$ cat src/rtl/mult_stall_pipe.sv
`timescale 1ns/1ps
// ---------------------------------------------------------------------------
// mult_stall_pipe
//
// Pipelined multiplier with per-stage valid/ready flow control. Stage 0
// captures the full-width product of the accepted operands; the remaining
// stages only move the result and its tag forward. Each stage advances
// whenever it is empty or its successor can take its contents. Empty stages
// (bubbles) are therefore squeezed out while the output is stalled, so the
// pipeline fills completely before it pushes back on the producer.
//
// Ports
//   clk        clock, rising edge
//   rstn       synchronous reset, active low
//   in_valid   operation offered
//   in_ready   operation accepted this cycle (held low during reset)
//   in_a/in_b  operands, DATA_W bits each
//   in_signed  1 = two's-complement operands, 0 = unsigned
//   in_tag     opaque tag that travels with the operation
//   out_valid  out_data/out_tag hold a result
//   out_ready  consumer takes the result this cycle
//   out_data   2*DATA_W-bit product
//   out_tag    tag of the presented result
//   count      number of valid stages
//   busy       count is non-zero
// ---------------------------------------------------------------------------

// Project-wide default sizes; fall back to these values when the
// surrounding build does not define them.
`ifndef FSIZE
`define FSIZE 16
`endif
`ifndef MULT_CYCLES
`define MULT_CYCLES 3
`endif

module mult_stall_pipe #(
    parameter int DATA_W = `FSIZE,
    parameter int STAGES = `MULT_CYCLES,
    parameter int TAG_W  = 8
) (
    input  logic                           clk,
    input  logic                           rstn,
    input  logic                           in_valid,
    output logic                           in_ready,
    input  logic [DATA_W-1:0]              in_a,
    input  logic [DATA_W-1:0]              in_b,
    input  logic                           in_signed,
    input  logic [TAG_W-1:0]               in_tag,
    output logic                           out_valid,
    input  logic                           out_ready,
    output logic [2*DATA_W-1:0]            out_data,
    output logic [TAG_W-1:0]               out_tag,
    output logic [$clog2(STAGES+1)-1:0]    count,
    output logic                           busy
);

    localparam int                PROD_W  = 2 * DATA_W;
    localparam int                CNT_W   = $clog2(STAGES + 1);
    localparam logic [CNT_W-1:0]  CNT_ONE = CNT_W'(1);

    // Pipeline state
    logic [STAGES-1:0]  valid_reg;
    logic [PROD_W-1:0]  data_reg [STAGES];
    logic [TAG_W-1:0]   tag_reg  [STAGES];
    logic [CNT_W-1:0]   count_reg;

    // Flow control
    logic [STAGES-1:0]  ready;
    logic               in_fire;
    logic               out_fire;

    // Multiplier
    logic [PROD_W-1:0]  ext_a;
    logic [PROD_W-1:0]  ext_b;
    logic [PROD_W-1:0]  product;

    // Extending both operands to the full product width (sign or zero, as
    // selected) makes the low PROD_W bits of a single unsigned multiply the
    // exact result for either interpretation.
    always_comb begin
        ext_a   = in_signed ? {{DATA_W{in_a[DATA_W-1]}}, in_a} : {{DATA_W{1'b0}}, in_a};
        ext_b   = in_signed ? {{DATA_W{in_b[DATA_W-1]}}, in_b} : {{DATA_W{1'b0}}, in_b};
        product = ext_a * ext_b;
    end

    // Ready ripples backwards from the output: a stage can load if it is
    // empty or if whatever it holds is moving on this cycle.
    always_comb begin
        ready             = '0;
        ready[STAGES-1]   = !valid_reg[STAGES-1] | out_ready;
        for (int i = STAGES - 2; i >= 0; i--) begin
            ready[i] = !valid_reg[i] | ready[i+1];
        end
    end

    assign in_ready = ready[0] & rstn;
    assign in_fire  = in_valid & in_ready;
    assign out_fire = valid_reg[STAGES-1] & out_ready;

    always_ff @(posedge clk) begin
        if (!rstn) begin
            valid_reg <= '0;
            count_reg <= '0;
            for (int i = 0; i < STAGES; i++) begin
                data_reg[i] <= '0;
                tag_reg[i]  <= '0;
            end
        end else begin
            // Stage 0 takes the offered operation or a bubble. The payload is
            // only written for a real operation so an idle input does not
            // toggle the product register.
            if (ready[0]) begin
                valid_reg[0] <= in_valid;
                if (in_valid) begin
                    data_reg[0] <= product;
                    tag_reg[0]  <= in_tag;
                end
            end

            for (int i = 1; i < STAGES; i++) begin
                if (ready[i]) begin
                    valid_reg[i] <= valid_reg[i-1];
                    data_reg[i]  <= data_reg[i-1];
                    tag_reg[i]   <= tag_reg[i-1];
                end
            end

            case ({in_fire, out_fire})
                2'b10:   count_reg <= count_reg + CNT_ONE;
                2'b01:   count_reg <= count_reg - CNT_ONE;
                default: count_reg <= count_reg;
            endcase
        end
    end

    assign out_valid = valid_reg[STAGES-1];
    assign out_data  = data_reg[STAGES-1];
    assign out_tag   = tag_reg[STAGES-1];
    assign count     = count_reg;
    assign busy      = (count_reg != '0);

endmodule
$ cat config.mk
export PLATFORM = sky130hd
export DESIGN_NAME = mult_stall_pipe
export DESIGN_NICKNAME = d
export VERILOG_FILES = /design/src/rtl/mult_stall_pipe.sv
export SDC_FILE = /design/constraint.sdc
export NUM_CORES = 1
export LEC_CHECK = 0
export ABC_AREA = 0
export CORE_ASPECT_RATIO = 0.7
export CORE_UTILIZATION = 55
export CTS_CLUSTER_DIAMETER = 150
export DETAILED_ROUTE_END_ITERATION = 8
export PLACE_DENSITY = 0.78
export SETUP_SLACK_MARGIN = 0.15
export SLEW_MARGIN = 20
export SYNTH_ARGS = -nofsm -noshare
export SYNTH_HDL_FRONTEND = slang
export SYNTH_SLANG_ARGS = --single-unit
export TNS_END_PERCENT = 5
$ cat constraint.sdc
create_clock -name clk -period 10 [get_ports clk]
set_clock_uncertainty 0.1 [all_clocks]
set_input_delay 1.5 -clock clk [delete_from_list [all_inputs] [get_ports clk]]
set_output_delay 1.5 -clock clk [all_outputs]
set_load 0.05 [all_outputs]
==> results.cfg, run 1 <==
[sta]
timing.final.crit_share_pct = 88.1
tightest_slew_ns = 1.02
setup_ws_ns = 1.19
hold_viol = 0
fin_crit_ns = 8.81
setup_viol = 0
fin_tns_setup_ns = 0
whs_ns = 0.408
maxSlewHeadroom_pct = 31.9
fmax_mhz = 114
finalMaxSlewViolations = 0
rsz0062_at_grt = false

[critical_path]
critPathLaunchType = primary input
critical_path_arrival_ns = 8.85
crit_type = in -> reg
cp-end-kind = flip-flop
worstPathMaxFanout = 20
cp_data_required_time_ns = 10.04
rr_worst_depth = 7

[cts]
cts_hold_buf = 0
clock_path_buffers = 2
htreeDepth = 4
clk_pin_slew_ns = 0.05
cts_root_buf = clkbuf_16
cts_resized = 0
cts_tree = yes
insertion_delay_ns = 0.40
cts_inserted_buffers = 17
post_cts_buffers = 0
cts.sinks = 125

[yosys]
ys_seq_elements = 125
synth_top_family_by_area = adder cells
synth_compound_area_share_pct = 3.23
yosysTopAreaCell = fa_1
avgSynthCellArea_um2 = 10.6
syn-num-nets = 2170
synth_warnings = 0
synth-simple-area-share_pct = 15.1
seq_area_frac_synth_pct = 21.0
synth_area_um2 = 17600
synthMuxAreaShare_pct = 0.114
synthTopCellsByArea = fa_1, edfxtp_1, and2_1, ha_1, inv_1
synth_top_area_share_pct = 38.0
synthCells = 1662
yosys.cell_types.count = 47
synth_fa_ha_area_share_pct = 47.1
synth-xor-area-share_pct = 3.38

[route]
num_vias = 11056
wl_um = 38400
wl_per_cell_um = 18.1
drtIter0Drc = 692
drt_pass1_iterations = 5
postRouteAntennaNets = 0
viasPerCell = 5.21
drc = 0

[placed_design]
pre_cts_slack_ns = 0.930
dp_hpwl_um = 32200
port-buffer-count = 89
place_congestion = 0.962

[finish]
nets = 2198
num-fill-cells = 2489
layout-drive-gt1-share_pct = 3.47
antenna_cells = 0
largest_reg_flops = 96
areaGrowthSynthToFinish_pct = 9.20

[global_route]
grt_use_total_pct = 24.9
grt_antenna_before_repair = 0
grt_pass1_wl_um = 62300
grt_max_degree = 53
grt_overflow = 0
grt_pass1_vias = 11634

[die]
die_area_um2 = 32700
rows = 54
die_w_um = 216
initial_core_util_pct = 56.2
die_y_um = 152
core_um2 = 31400
ios = 90

[job]
maxCapViolCount = 0

[worst_hold_path]
min_path_cells = 1
hold_path_class = reg -> reg

[outcome]
status = finished, final reports clean
metrics by stage:
step           instance area [um^2]  utilization, %  instances
4_1_cts                       19200            61.3       2121
3_3_place_gp                  18700            59.5       2091
5_1_grt                       19200            61.3       2121
2_1_floorplan                 17600               -       1662
6_report                      19200            61.3       2121
3_5_place_dp                  18700            59.5       2091
cell type report:
class | instances | area, um^2 | share of cell area, %
clock buffer | 20 | 437 | 2.27
sequential | 125 | 3700 | 19.3
timing repair buffer | 112 | 1060 | 5.53
tap | 420 | 526 | 2.73
clock inverter | 10 | 124 | 0.644
inverter | 326 | 1220 | 6.36
multi-input combinational | 1108 | 12200 | 63.2
metal layers:
metal  up-vias  global-route usage [%]  part of all wire (%)
met5         -                       0                     0
met4         0                    4.26                  0.91
met3        37                    8.50                    12
met2       448                    36.5                    42
met1      5524                    36.3                    46
li1       5047                       -                     -
worst max-delay path, cell delays in order:
cell and delay, ns:
clkdlybuf4s50_1 0.96, and2_1 0.41, fa_1 0.45, fa_1 0.49, inv_1 0.05, fa_1 0.54, fa_1 0.51, inv_1 0.04
ha_1 0.27, ha_1 0.29, fa_1 0.50, fa_1 0.41, ha_1 0.35, and3_1 0.21, a31oi_1 0.16, o21ai_0 0.10
a41oi_1 0.55, o21ai_0 0.36, a311oi_1 0.42, xor2_1 0.18, nor2_1 0.06
Yosys cell counts (all sizes together):
| cell type | number |
|---|---|
| clkbuf | 62 |
| nand4 | 2 |
| buf | 41 |
| a21o | 16 |
| a31oi | 4 |
| and3 | 22 |
| o41ai | 1 |
| a211o | 3 |
| a31o | 1 |
| dfxtp | 5 |
| a21oi | 31 |
| inv | 326 |
| a221oi | 1 |
| o211ai | 1 |
| and4 | 1 |
| o21bai | 1 |
| nor3 | 3 |
| a21boi | 6 |
| ha | 129 |
| o31ai | 2 |
| nand2b | 8 |
| and2 | 274 |
| nor2 | 40 |
| a41o | 1 |
| nor2b | 5 |
| or2 | 3 |
| edfxtp | 120 |
| o22ai | 2 |
| fa | 334 |
| xnor2 | 54 |
| nand4b | 1 |
| nor3b | 2 |
| a311oi | 2 |
| nand3b | 2 |
| nand2 | 118 |
| o21a | 4 |
| nand3 | 5 |
| o21ai | 10 |
| or3 | 2 |
| mux2i | 2 |
| a41oi | 1 |
| xor2 | 14 |
worst paths after layout:
path | slack [ns] | start | to
max | 1.19 | in_a[3] | data_reg[0][22]
min | 0.41 | valid_reg[1] | valid_reg[2]
min reg2reg | 0.41 | valid_reg[1] | valid_reg[2]
max reg2reg | 7.48 | valid_reg[2] | data_reg[0][23]
layout by cell type, fill, tap and decap left out, types with 3 or more instances in the layout:
| master | n |
|---|---|
| nand2_1 | 117 |
| buf_4 | 23 |
| a21o_1 | 15 |
| and3_1 | 22 |
| nand2b_1 | 8 |
| ha_1 | 129 |
| o21a_1 | 3 |
| edfxtp_1 | 120 |
| nor2_1 | 40 |
| a31oi_1 | 4 |
| inv_1 | 326 |
| nor3_1 | 3 |
| nand3_1 | 5 |
| nor2b_1 | 5 |
| dfxtp_1 | 5 |
| clkinv_2 | 6 |
| a21boi_0 | 6 |
| and2_1 | 274 |
| or2_2 | 3 |
| xor2_1 | 14 |
| clkbuf_16 | 17 |
| a21oi_1 | 30 |
| clkdlybuf4s50_1 | 89 |
| xnor2_1 | 54 |
| bufinv_16 | 3 |
| fa_1 | 334 |
| o21ai_0 | 9 |
| clkbuf_1 | 3 |
cells by family after synthesis:
logic type | Yosys count
fa+ha+maj | 463
mux | 2
flops | 125
compound gates | 87
xor+xnor | 68
simple gates | 488
buf+inv | 429
Power of run 1 is not shown: default switching activity piles up to over one toggle a cycle in this logic, so the estimate is an artifact.
==> run 2: changes to the inputs <==
--- a/config.mk
+++ b/config.mk
@@ -8,6 +8,7 @@
 export ABC_AREA = 0
 export CORE_ASPECT_RATIO = 0.7
 export CORE_UTILIZATION = 55
+export CTS_BUF_LIST = sky130_fd_sc_hd__clkbuf_4
 export CTS_CLUSTER_DIAMETER = 150
 export DETAILED_ROUTE_END_ITERATION = 8
 export PLACE_DENSITY = 0.78
==> run 2 against run 1 <==
Sequential share of layout area grew 0.29 points. Register-to-register slack lost 0.07 ns. Maximum frequency grew 1.5%. Hold slack lost 0.018 ns. Largest cell class unchanged.
==> results.cfg, run 2 (same netlist as run 1, synthesis figures left out) <==
[outcome]
status = finished, final reports clean

[finish]
nets = 2198
layout-drive-gt1-share_pct = 3.64
num-fill-cells = 2536
largest_reg_flops = 96
areaGrowthSynthToFinish_pct = 7.59
final_cell_mix = fa_1, inv_1, and2_1, ha_1, edfxtp_1
layout_commonest_cell = fa_1

[route]
num_vias = 11050
postRouteAntennaNets = 0
drtIter0Drc = 731
wl_um = 38200
met2WireLength_um = 15800
top_layer = met4
drc = 0
drt_pass1_iterations = 5
wl_met1_um = 17900
viasPerCell = 5.21
wl_met3_um = 4240
wl_per_cell_um = 18.0

[sta]
finalMaxSlewViolations = 0
maxSlewHeadroom_pct = 31.2
whs_ns = 0.390
setup_viol = 0
tightest_slew_ns = 1.03
setup_ws_ns = 1.32
fin_crit_ns = 8.68
hold_viol = 0
rsz0062_at_grt = false
timing.final.crit_share_pct = 86.8
fin_tns_setup_ns = 0
fmax_mhz = 115

[cts]
clock_path_buffers = 2
cts_root_buf = clkbuf_4
clk_pin_slew_ns = 0.11
cts_resized = 0
cts_hold_buf = 0
cts_inserted_buffers = 17
htreeDepth = 4
insertion_delay_ns = 0.50
cts.sinks = 125
post_cts_buffers = 0
cts_tree = yes

[critical_path]
crit_slowest_cell = clkdlybuf4s50_1
critical_path_arrival_ns = 8.82
crit_type = in -> reg
r2r_end = data_reg[0][23]
path_common_cell = fa_1
startpoint = in_a[3]
worstPathMaxFanout = 20
slowest_delay_ns = 0.96
critPathLaunchType = primary input
r2r-start = valid_reg[2]
cp_data_required_time_ns = 10.14
rrSetupSlack_ns = 7.41
cp-end-kind = flip-flop
path_cells = clkdlybuf4s50_1, and2_1, fa_1, fa_1, inv_1, fa_1, fa_1, inv_1, ha_1, ha_1, fa_1, fa_1, ha_1, and3_1, a31oi_1, o21ai_0, a41oi_1, o21ai_0, a311oi_1, xor2_1, nor2_1
rr_worst_depth = 7
crit_end = data_reg[0][22]

[worst_hold_path]
min_path_cells = 1
hold_path_class = reg -> reg

[global_route]
grt_antenna_before_repair = 1
grt_overflow = 0
grt_use_total_pct = 24.8
grt_pass1_vias = 11617
grt_max_degree = 53
grt_pass1_wl_um = 62000

[die]
die_area_um2 = 32700
die_w_um = 216
core_um2 = 31400
ios = 90
rows = 54
initial_core_util_pct = 56.2
die_y_um = 152

[job]
maxCapViolCount = 0

[placed_design]
pre_cts_slack_ns = 0.930
dp_hpwl_um = 32200
place_congestion = 0.962
port-buffer-count = 89
## run 2: stage by stage
| step | utilization [%] | cells | cell area, um^2 |
|---|---|---|---|
| 4_1_cts | 60.4 | 2121 | 18900 |
| 3_3_place_gp | 59.5 | 2091 | 18700 |
| 5_1_grt | 60.4 | 2122 | 18900 |
| 3_5_place_dp | 59.5 | 2091 | 18700 |
| 6_report | 60.4 | 2122 | 18900 |
| 2_1_floorplan | - | 1662 | 17600 |
## run 2: critical path, delay by kind of cell
family / cells / cell delay, ns
compound gates: 5 / 1.56
fa+ha+maj: 9 / 3.81
simple gates: 3 / 0.69
xor+xnor: 1 / 0.18
buf+inv: 3 / 1.05
## run 2: cell type report
type	instances	area (um^2)	share of cell area [%]
clock buffers	20	150	0.793
inverters	326	1220	6.46
repair buffers	112	1060	5.61
flip-flops and latches	125	3700	19.6
multi-input cells	1108	12200	64.1
diodes	1	2.50	0.0132
clock inverters	10	124	0.654
well taps	420	526	2.77
## run 2: routing by layer
layer / up-vias / global-route usage [%]
li1: 5052 / -
met1: 5520 / 36.4
met2: 449 / 35.9
met3: 29 / 8.32
met4: 0 / 4.36
met5: - / 0
## run 2: worst min path at each step
| stage | endpoint | startpoint |
|---|---|---|
| 6_report | valid_reg[1] | valid_reg[0] |
| 5_1_grt | valid_reg[1] | valid_reg[0] |
| 4_1_cts | valid_reg[1] | valid_reg[0] |
| 3_5_place_dp | valid_reg[2] | valid_reg[1] |
| 3_3_place_gp | valid_reg[2] | valid_reg[1] |
| 2_1_floorplan | valid_reg[2] | valid_reg[1] |
Power of run 2 is left out for the same reason.
==> run 3: changes to the inputs <==
--- a/config.mk
+++ b/config.mk
@@ -7,11 +7,12 @@
 export LEC_CHECK = 0
 export ABC_AREA = 0
 export CORE_ASPECT_RATIO = 0.7
-export CORE_UTILIZATION = 55
+export CORE_UTILIZATION = 35
 export CTS_BUF_LIST = sky130_fd_sc_hd__clkbuf_4
 export CTS_CLUSTER_DIAMETER = 150
 export DETAILED_ROUTE_END_ITERATION = 8
-export PLACE_DENSITY = 0.78
+export GPL_TIMING_DRIVEN = 1
+export PLACE_DENSITY = 0.55
 export SETUP_SLACK_MARGIN = 0.15
 export SLEW_MARGIN = 20
 export SYNTH_ARGS = -nofsm -noshare
==> run 3 against run 2 <==
First-iteration DRC count is 0.14% lower. Final cell count is 12% higher. Non-clock buffer count stayed put. Die area is 56% higher. Largest cell class unchanged. Maximum frequency is 0.25% lower. Core utilization is 21 points lower.
==> results.cfg, run 3 (same netlist as run 1, synthesis figures left out) <==
[outcome]
status = finished, final reports clean

[route]
viasPerCell = 4.59
wl_per_cell_um = 17.4
drt_pass1_iterations = 5
num_vias = 10881
wl_um = 41200
drc = 0
postRouteAntennaNets = 0
drtIter0Drc = 730

[die]
ios = 90
initial_core_util_pct = 35.6
core_um2 = 49400
die_w_um = 270
rows = 68
die_y_um = 190
die_area_um2 = 51200

[placed_design]
port-buffer-count = 89
dp_hpwl_um = 34600
pre_cts_slack_ns = 0.809
place_congestion = 0.921

[job]
maxCapViolCount = 0

[finish]
areaGrowthSynthToFinish_pct = 9.63
layout_commonest_cell = fa_1
largest_reg_flops = 96
final_cell_mix = fa_1, inv_1, and2_1, ha_1, edfxtp_1
num-fill-cells = 4842
nets = 2198
layout-drive-gt1-share_pct = 3.76

[critical_path]
rrSetupSlack_ns = 7.81
r2r-start = valid_reg[2]
worstPathMaxFanout = 17
critical_path_arrival_ns = 8.86
slowest_delay_ns = 0.86
crit_type = in -> reg
cp_data_required_time_ns = 10.16
cp-end-kind = flip-flop
critPathLaunchType = primary input
crit_slowest_cell = clkdlybuf4s50_1
path_cells = clkdlybuf4s50_1, and3_1, inv_1, fa_1, fa_1, inv_1, fa_1, inv_1, fa_1, inv_1, fa_1, inv_1, fa_1, fa_1, fa_1, inv_1, ha_1, o21ai_0, nand2b_1, a21o_1, a21oi_1, o31ai_1, xnor2_1, nor2_1
rr_worst_depth = 7
path_common_cell = fa_1
r2r_end = data_reg[0][23]

[sta]
maxSlewHeadroom_pct = 36.7
timing.final.crit_share_pct = 87.0
fmax_mhz = 115
finalMaxSlewViolations = 0
setup_viol = 0
fin_crit_ns = 8.70
rsz0062_at_grt = false
fin_tns_setup_ns = 0
tightest_slew_ns = 0.947
hold_viol = 0
setup_ws_ns = 1.30

[worst_hold_path]
min_path_cells = 1
hold_path_end = valid_reg[2]
hold_start = valid_reg[1]
hold_path_class = reg -> reg

[cts]
clock_path_buffers = 2
post_cts_buffers = 0
cts_resized = 0
cts_hold_buf = 0
cts_root_buf = clkbuf_4
htreeDepth = 4
cts_tree = yes
cts.sinks = 125
cts_inserted_buffers = 17
insertion_delay_ns = 0.52
clk_pin_slew_ns = 0.10

[global_route]
grt_use_total_pct = 16.7
grt_overflow = 0
grt_pass1_vias = 11071
grt_antenna_before_repair = 1
grt_pass1_wl_um = 65700
grt_max_degree = 101
-- run 3: cell types whose count changed in the layout (fill, tap and decap cells not counted), sizes merged --
| cell | change |
|---|---|
| inv | +1 |
| clkinvlp | +2 |
| clkinv | +1 |
| bufinv | +1 |
| clkbuf | -3 |
-- run 3: cell type report --
| cell class | count | area, um^2 | share of cell area, % |
|---|---|---|---|
| inverter | 326 | 1220 | 6.34 |
| clock inverter | 15 | 196 | 1.02 |
| multi-input combinational | 1108 | 12200 | 63.0 |
| antenna | 1 | 2.50 | 0.0130 |
| clock buffer | 17 | 128 | 0.661 |
| timing repair buffer | 112 | 1060 | 5.51 |
| sequential | 125 | 3700 | 19.2 |
| tap | 665 | 832 | 4.31 |
-- run 3: worst max-delay path by stage --
stage	from	to	slack [ns]	cells after the start
after floorplan	in_signed	data_reg[0][30]	1.62	26
final	in_b[3]	data_reg[0][31]	1.30	24
after CTS	in_b[3]	data_reg[0][31]	1.41	24
after global routing	in_b[3]	data_reg[0][31]	1.00	24
after detailed placement	in_b[3]	data_reg[0][31]	0.81	24
after global placement	in_b[3]	data_reg[0][31]	0.88	24
-- run 3: per-layer routing --
metal	track usage, %	part of all wire [%]	vias to the layer above	routed length (um)
li1	-	-	5055	-
met1	27.4	53	5500	22000
met2	22.9	40	310	16300
met3	2.94	6.5	16	2680
met4	2.14	0.53	0	218
met5	0	0	-	0
-- run 3: stage by stage --
stage	cells	hold WS [ns]	utilization (%)	area [um^2]
6_report	2369	0.405	39.0	19300
5_1_grt	2369	0.439	39.0	19300
4_1_cts	2368	0.412	39.0	19300
3_5_place_dp	2336	0.385	38.4	19000
3_3_place_gp	2336	0.374	38.4	19000
2_1_floorplan	1662	0.354	-	17600
-- run 3: worst max-delay path, delay by kind of cell --
| family | cells | cell delay (ns) |
|---|---|---|
| fa+ha+maj | 9 | 4.71 |
| buf+inv | 7 | 1.40 |
| compound gates | 4 | 0.66 |
| simple gates | 3 | 0.44 |
| xor+xnor | 1 | 0.14 |
Power of run 3 is left out for the same reason.
